## config.mk

```make
export PLATFORM = sky130hd
export DESIGN_NAME = twiddle_streamer_flat
export DESIGN_NICKNAME = d
export VERILOG_FILES = /design/src/rtl/twiddle_streamer_if.sv /design/src/rtl/twiddle_streamer.sv /design/src/flat_wrapper.sv
export SDC_FILE = /design/constraint.sdc
export NUM_CORES = 1
export LEC_CHECK = 0
export CAP_MARGIN = 20
export CORE_UTILIZATION = 40
export CTS_BUF_LIST = sky130_fd_sc_hd__clkbuf_2
export DETAILED_ROUTE_END_ITERATION = 10
export SKIP_LAST_GASP = 1
export SLEW_MARGIN = 20
export SYNTH_ARGS = -nofsm -noshare
export SYNTH_HDL_FRONTEND = slang
export SYNTH_SLANG_ARGS = --single-unit
```

## constraint.sdc

```tcl
create_clock -name clk -period 6.52 [get_ports clk]
set_input_delay 1.63 -clock clk [delete_from_list [all_inputs] [get_ports clk]]
set_output_delay 1.63 -clock clk [all_outputs]
set_load 0.01 [all_outputs]
```

## src/rtl/twiddle_streamer_if.sv

```systemverilog
// Weight-load bus of the twiddle streamer: table write port, run control,
// and the valid-qualified weight word stream towards the FFT weight buffer.
interface twiddle_streamer_if #(
  parameter int NPOINT = 3,
  parameter int WIDTH  = 16
);
  logic              tbl_wr_en;
  logic [NPOINT-2:0] tbl_wr_addr;
  logic [WIDTH-1:0]  tbl_wr_real;
  logic [WIDTH-1:0]  tbl_wr_imag;
  logic              start;
  logic              stall;
  logic              busy;
  logic              done;
  logic              dout_weight_valid;
  logic [WIDTH-1:0]  dout_weight_real;
  logic [WIDTH-1:0]  dout_weight_imag;

  modport master (
    output tbl_wr_en, tbl_wr_addr, tbl_wr_real, tbl_wr_imag, start, stall,
    input  busy, done, dout_weight_valid, dout_weight_real, dout_weight_imag
  );

  modport slave (
    input  tbl_wr_en, tbl_wr_addr, tbl_wr_real, tbl_wr_imag, start, stall,
    output busy, done, dout_weight_valid, dout_weight_real, dout_weight_imag
  );
endinterface

```

## src/rtl/twiddle_streamer.sv

```systemverilog
// Holds the N/2 distinct twiddle factors and, on start, streams the full
// per-stage/per-butterfly weight sequence, last slot first.
module twiddle_streamer #(
  parameter int NPOINT = 3,
  parameter int WIDTH  = 16
) (
  input  logic                clk,
  input  logic                rst,
  twiddle_streamer_if.slave   bus
);
  localparam int AW    = NPOINT - 1;
  localparam int HALF  = 1 << AW;
  localparam int TOTAL = NPOINT * HALF;
  localparam int CW    = $clog2(TOTAL);

  typedef enum logic [1:0] {IDLE, RUN, DONE} state_t;

  state_t           state, state_d;
  logic [CW-1:0]    cnt, cnt_d;
  logic             busy, busy_d;
  logic             done, done_d;
  logic             valid, valid_d;
  logic [WIDTH-1:0] dout_real, dout_real_d;
  logic [WIDTH-1:0] dout_imag, dout_imag_d;

  // NOTE: the table is cleared by rst, so it is built from resettable
  // registers rather than a RAM macro (RAMs cannot be reset in one cycle).
  logic [WIDTH-1:0] tbl_real [HALF];
  logic [WIDTH-1:0] tbl_imag [HALF];

  logic [CW-1:0] stage;
  logic [AW-1:0] bfly, mask, k;

  // Slot cnt = stage*HALF + butterfly; k = (j mod 2^s) << (NPOINT-1-s).
  always_comb begin
    stage = cnt >> AW;
    bfly  = cnt[AW-1:0];
    mask  = AW'((32'd1 << stage) - 32'd1);
    k     = (bfly & mask) << (AW - int'(stage));
  end

  always_ff @(posedge clk or posedge rst) begin
    if (rst) begin
      for (int i = 0; i < HALF; i++) begin
        tbl_real[i] <= '0;
        tbl_imag[i] <= '0;
      end
    end else if (bus.tbl_wr_en && state == IDLE) begin
      tbl_real[bus.tbl_wr_addr] <= bus.tbl_wr_real;
      tbl_imag[bus.tbl_wr_addr] <= bus.tbl_wr_imag;
    end
  end

  // NOTE: every variable gets a default before the case so no latch is inferred.
  always_comb begin
    state_d     = state;
    cnt_d       = cnt;
    busy_d      = 1'b0;
    done_d      = 1'b0;
    valid_d     = 1'b0;
    dout_real_d = dout_real;
    dout_imag_d = dout_imag;
    unique case (state)
      IDLE: begin
        // The done-pulse cycle is still part of the finished run, so a new
        // start is only taken from the cycle after it.
        if (bus.start && !done) begin
          state_d = RUN;
          cnt_d   = CW'(TOTAL - 1);
          busy_d  = 1'b1;
        end
      end
      RUN: begin
        busy_d = 1'b1;
        if (!bus.stall) begin
          valid_d     = 1'b1;
          dout_real_d = tbl_real[k];
          dout_imag_d = tbl_imag[k];
          if (cnt == '0) state_d = DONE;
          else           cnt_d   = cnt - 1'b1;
        end
      end
      DONE: begin
        busy_d  = 1'b1;
        done_d  = 1'b1;
        state_d = IDLE;
      end
      default: state_d = IDLE;
    endcase
  end

  // NOTE: sequential state uses non-blocking assignments only.
  always_ff @(posedge clk or posedge rst) begin
    if (rst) begin
      state     <= IDLE;
      cnt       <= '0;
      busy      <= 1'b0;
      done      <= 1'b0;
      valid     <= 1'b0;
      dout_real <= '0;
      dout_imag <= '0;
    end else begin
      state     <= state_d;
      cnt       <= cnt_d;
      busy      <= busy_d;
      done      <= done_d;
      valid     <= valid_d;
      dout_real <= dout_real_d;
      dout_imag <= dout_imag_d;
    end
  end

  assign bus.busy              = busy;
  assign bus.done              = done;
  assign bus.dout_weight_valid = valid;
  assign bus.dout_weight_real  = dout_real;
  assign bus.dout_weight_imag  = dout_imag;
endmodule

```

## src/flat_wrapper.sv

```systemverilog
// flat-port wrapper written by rule: the top's interface ports become plain ports
module twiddle_streamer_flat 
#(
  parameter int NPOINT = 3,
  parameter int WIDTH  = 16
)
  (clk, rst, bus_tbl_wr_en, bus_tbl_wr_addr, bus_tbl_wr_real, bus_tbl_wr_imag, bus_start, bus_stall, bus_busy, bus_done, bus_dout_weight_valid, bus_dout_weight_real, bus_dout_weight_imag);
  twiddle_streamer_if #(.NPOINT(NPOINT), .WIDTH(WIDTH)) bus_i ();
  input  logic clk;
  input  logic rst;
  input wire logic [$bits(bus_i.tbl_wr_en)-1:0] bus_tbl_wr_en;
  input wire logic [$bits(bus_i.tbl_wr_addr)-1:0] bus_tbl_wr_addr;
  input wire logic [$bits(bus_i.tbl_wr_real)-1:0] bus_tbl_wr_real;
  input wire logic [$bits(bus_i.tbl_wr_imag)-1:0] bus_tbl_wr_imag;
  input wire logic [$bits(bus_i.start)-1:0] bus_start;
  input wire logic [$bits(bus_i.stall)-1:0] bus_stall;
  output wire logic [$bits(bus_i.busy)-1:0] bus_busy;
  output wire logic [$bits(bus_i.done)-1:0] bus_done;
  output wire logic [$bits(bus_i.dout_weight_valid)-1:0] bus_dout_weight_valid;
  output wire logic [$bits(bus_i.dout_weight_real)-1:0] bus_dout_weight_real;
  output wire logic [$bits(bus_i.dout_weight_imag)-1:0] bus_dout_weight_imag;
  assign bus_i.tbl_wr_en = bus_tbl_wr_en;
  assign bus_i.tbl_wr_addr = bus_tbl_wr_addr;
  assign bus_i.tbl_wr_real = bus_tbl_wr_real;
  assign bus_i.tbl_wr_imag = bus_tbl_wr_imag;
  assign bus_i.start = bus_start;
  assign bus_i.stall = bus_stall;
  assign bus_busy = bus_i.busy;
  assign bus_done = bus_i.done;
  assign bus_dout_weight_valid = bus_i.dout_weight_valid;
  assign bus_dout_weight_real = bus_i.dout_weight_real;
  assign bus_dout_weight_imag = bus_i.dout_weight_imag;
  twiddle_streamer #(.NPOINT(NPOINT), .WIDTH(WIDTH)) u_core (.clk(clk), .rst(rst), .bus(bus_i));
endmodule
```

==> impl_metrics.json <==
{
  "diodes": 0,
  "overflow": 0,
  "clkPwrFrac": 0.155,
  "antenna_found_initial": 1,
  "power_per_cell_area_nw_per_um2": 483,
  "port_buffers": 73,
  "grtUsageTotal": 0.177,
  "crit_chain": "clkdlybuf4s50_1 -> nand2b_2 -> inv_1 -> nand2_1 -> buf_4 -> o221ai_1",
  "die-area_sq_um": 19000,
  "num_rows": 49,
  "min_period_ns": 3.38,
  "vias_per_cell": 5.39,
  "drtIter0Drc": 157,
  "cts.htree.levels": 4,
  "switchingPower_mw": 1.38,
  "drt_pass1_iterations": 4,
  "cp_slowest_stage_delay_ns": 0.62,
  "clock-root-buffer": "clkbuf_2",
  "dp_hpwl_microns": 9720,
  "setup_viol": 0,
  "syn_inst": 513,
  "intPower_mw": 2.73,
  "wl_microns": 15500,
  "cp-end-kind": "flop",
  "hold_ws_ns": 0.525,
  "areaGrowthSynthToFinish_pct": 15.5,
  "die_height_microns": 138,
  "via_count": 4450,
  "grt_max_degree": 71,
  "synth-edff-count": 0,
  "path_max_fanout": 34,
  "setup_slack_ns": 3.14,
  "die_w_microns": 138,
  "tightestPinTransition_ns": 1.02,
  "place_inst": 793,
  "drc": 0,
  "grt_pass1_wl_microns": 24900,
  "slew_headroom": 0.319,
  "yosysSeqAreaShare": 0.574,
  "postCtsSetupBuffers": 0,
  "nets": 631,
  "vdd_drop_max_mv": 0.225,
  "syn_area_per_cell_sq_um": 14.4,
  "ys.flop_type": "dfrtp_1",
  "drive_gt1_frac": 0.284,
  "ys_warn_count": 0,
  "cts_resized": 0,
  "ctsHoldBuffers": 0,
  "cts_tree": "done",
  "setup.worst_path.start_class": "primary input",
  "clk_latency_ns": 0.71,
  "netlist_area_sq_um": 7370,
  "start_util": 0.409,
  "leakage_nw": 3.75,
  "final-hold-violation-count": 0,
  "syn_nets": 561,
  "ant_nets": 0,
  "grt_pass1_vias": 4690,
  "timing.fmax_mhz": 296,
  "clkSinkCount": 169,
  "clk_pin_slew_ns": 0.21,
  "final.setup.tns_ns": 0,
  "crit_required_ns": 7.11,
  "place.gp.congestion": 0.711,
  "ys_ff_latch": 169,
  "core_area_sq_um": 18000,
  "maxSlewViolCount": 0,
  "pwr-share-comb": 0.401,
  "maxCapViolations": 0,
  "crit_slowest_cell": "nand2b_2",
  "io_pins": 74,
  "power.share.switching": 0.336,
  "postSynth.asyncResetShare": 1.00,
  "period_share": 0.519,
  "status": "finished clean",
  "rsz0062_at_grt": "no",
  "seqPwrFrac": 0.444,
  "total_power_mw": 4.11,
  "hp-class": "flop to flop",
  "fin_skew_ns": 0.0242,
  "yosysUniqueCellTypes": 31,
  "final_cells": 825,
  "crit_arrival_ns": 3.97,
  "place_ws_ns": 2.35,
  "cts_buffer_depth": 2,
  "numCtsBuffers": 17,
  "crit_type": "primary input to flop",
  "wire_per_inst_microns": 18.8
}
-- worst paths after layout --
kind	to	slack, ns	depth (start not counted)	startpoint
worst max-delay path	u_core.bus.dout_weight_imag[10]$_DFFE_PP0P_	3.14	6	bus_stall
worst min-delay path	u_core.tbl_imag[48]$_DFFE_PP0P_	0.52	1	u_core.tbl_imag[48]$_DFFE_PP0P_
worst max register to register	u_core.bus.dout_weight_real[7]$_DFFE_PP0P_	3.53	7	u_core.cnt[2]$_DFFE_PP0P_
worst min register to register	u_core.tbl_imag[48]$_DFFE_PP0P_	0.52	1	u_core.tbl_imag[48]$_DFFE_PP0P_
max in group asynchronous	u_core.tbl_imag[48]$_DFFE_PP0P_	3.93	3	rst
min in group asynchronous	u_core.tbl_imag[18]$_DFFE_PP0P_	1.35	2	rst
-- cells by family (layout without fill, tap and decap cells) --
family / Yosys count / in the layout / synth area share
multiplexers: 193 / 193 / 0.284
AND/OR/NAND/NOR: 53 / 53 / 0.0331
AO/OA/AOI/OAI: 46 / 46 / 0.0513
flip-flops: 169 / 169 / 0.574
XOR/XNOR: 3 / 3 / 0.00357
adder cells (fa/ha/maj): 9 / 9 / 0.0153
buffers and inverters: 40 / 123 / 0.0386
-- final cells by class --
| type | count | area [sq um] |
|---|---|---|
| fill | 1604 | 9520 |
| sequential | 169 | 4230 |
| clock buffer | 18 | 90.1 |
| multi-input combinational | 304 | 2870 |
| timing repair buffer | 81 | 791 |
| inverter | 10 | 42.5 |
| tap | 229 | 287 |
| clock inverter | 14 | 204 |
-- worst max-delay path: cells and delay by family --
family | cells | cell delay, ns
AND/OR/NAND/NOR | 2 | 1.19
buffers and inverters | 3 | 0.98
AO/OA/AOI/OAI | 1 | 0.16
-- cells in the mapped netlist, types with 2 or more instances --
cell type | count | share of area
dfrtp_1 | 169 | 0.57
mux2_2 | 126 | 0.19
mux2i_1 | 64 | 0.087
nand2_1 | 38 | 0.019
o221ai_1 | 32 | 0.038
buf_2 | 16 | 0.011
inv_1 | 10 | 0.0051
ha_1 | 9 | 0.015
buf_12 | 7 | 0.019
clkbuf_1 | 7 | 0.0036
nor2_1 | 5 | 0.0025
mux2_1 | 3 | 0.0046
o2111ai_1 | 3 | 0.0036
xnor2_1 | 3 | 0.0036
a21oi_1 | 2 | 0.0014
a22oi_1 | 2 | 0.0020
and4bb_1 | 2 | 0.0034
o21ai_0 | 2 | 0.0014
-- metal layers --
layer / GRT usage / vias to the layer above / part of all wire
met5: 0 / - / 0
met4: 0.0447 / 0 / 0.0079
met3: 0.0467 / 12 / 0.046
met2: 0.288 / 104 / 0.48
met1: 0.234 / 2322 / 0.47
li1: - / 2012 / -
-- placed cells by master, fill, tap and decap left out, types with 2 or more instances in the layout --
master           instances
buf_4                    8
o2111ai_1                3
nand2_1                 37
clkinvlp_4               3
a21oi_1                  2
mux2_2                 126
dfrtp_1                169
ha_1                     9
clkinv_1                 2
xnor2_1                  3
mux2_1                   3
nor2_1                   5
bufinv_16                5
clkbuf_2                18
o21ai_0                  2
o221ai_1                32
clkinv_2                 3
inv_1                    9
and4bb_1                 2
mux2i_1                 64
clkdlybuf4s50_1         73
a22oi_1                  2
-- flip-flops by register name (all words and copies together), names as in the netlist --
| signal | flops |
|---|---|
| u_core.cnt | 4 |
| u_core.bus.done | 1 |
| u_core.bus.dout_weight_real | 16 |
| u_core.state | 2 |
| u_core.bus.busy | 1 |
| u_core.tbl_real | 64 |
| u_core.bus.dout_weight_valid | 1 |
| u_core.tbl_imag | 64 |
| u_core.bus.dout_weight_imag | 16 |
-- power by group through the flow --
stage	clock [mW]	combinational [mW]	sequential, mW
finish	0.639	1.65	1.82
global placement	0	1.62	1.82
detailed placement	0	1.67	1.85
CTS	0.661	1.67	1.82
floorplan	0	1.33	1.80
global route	0.709	1.82	1.88
-- metrics by stage --
step,instance area (sq um),util
after floorplan,7370,-
after global placement,8210,0.456
after detailed placement,8210,0.456
after CTS,8510,0.472
after global routing,8510,0.472
final,8510,0.472
No activity file was read; power rests on OpenSTA's default activity.
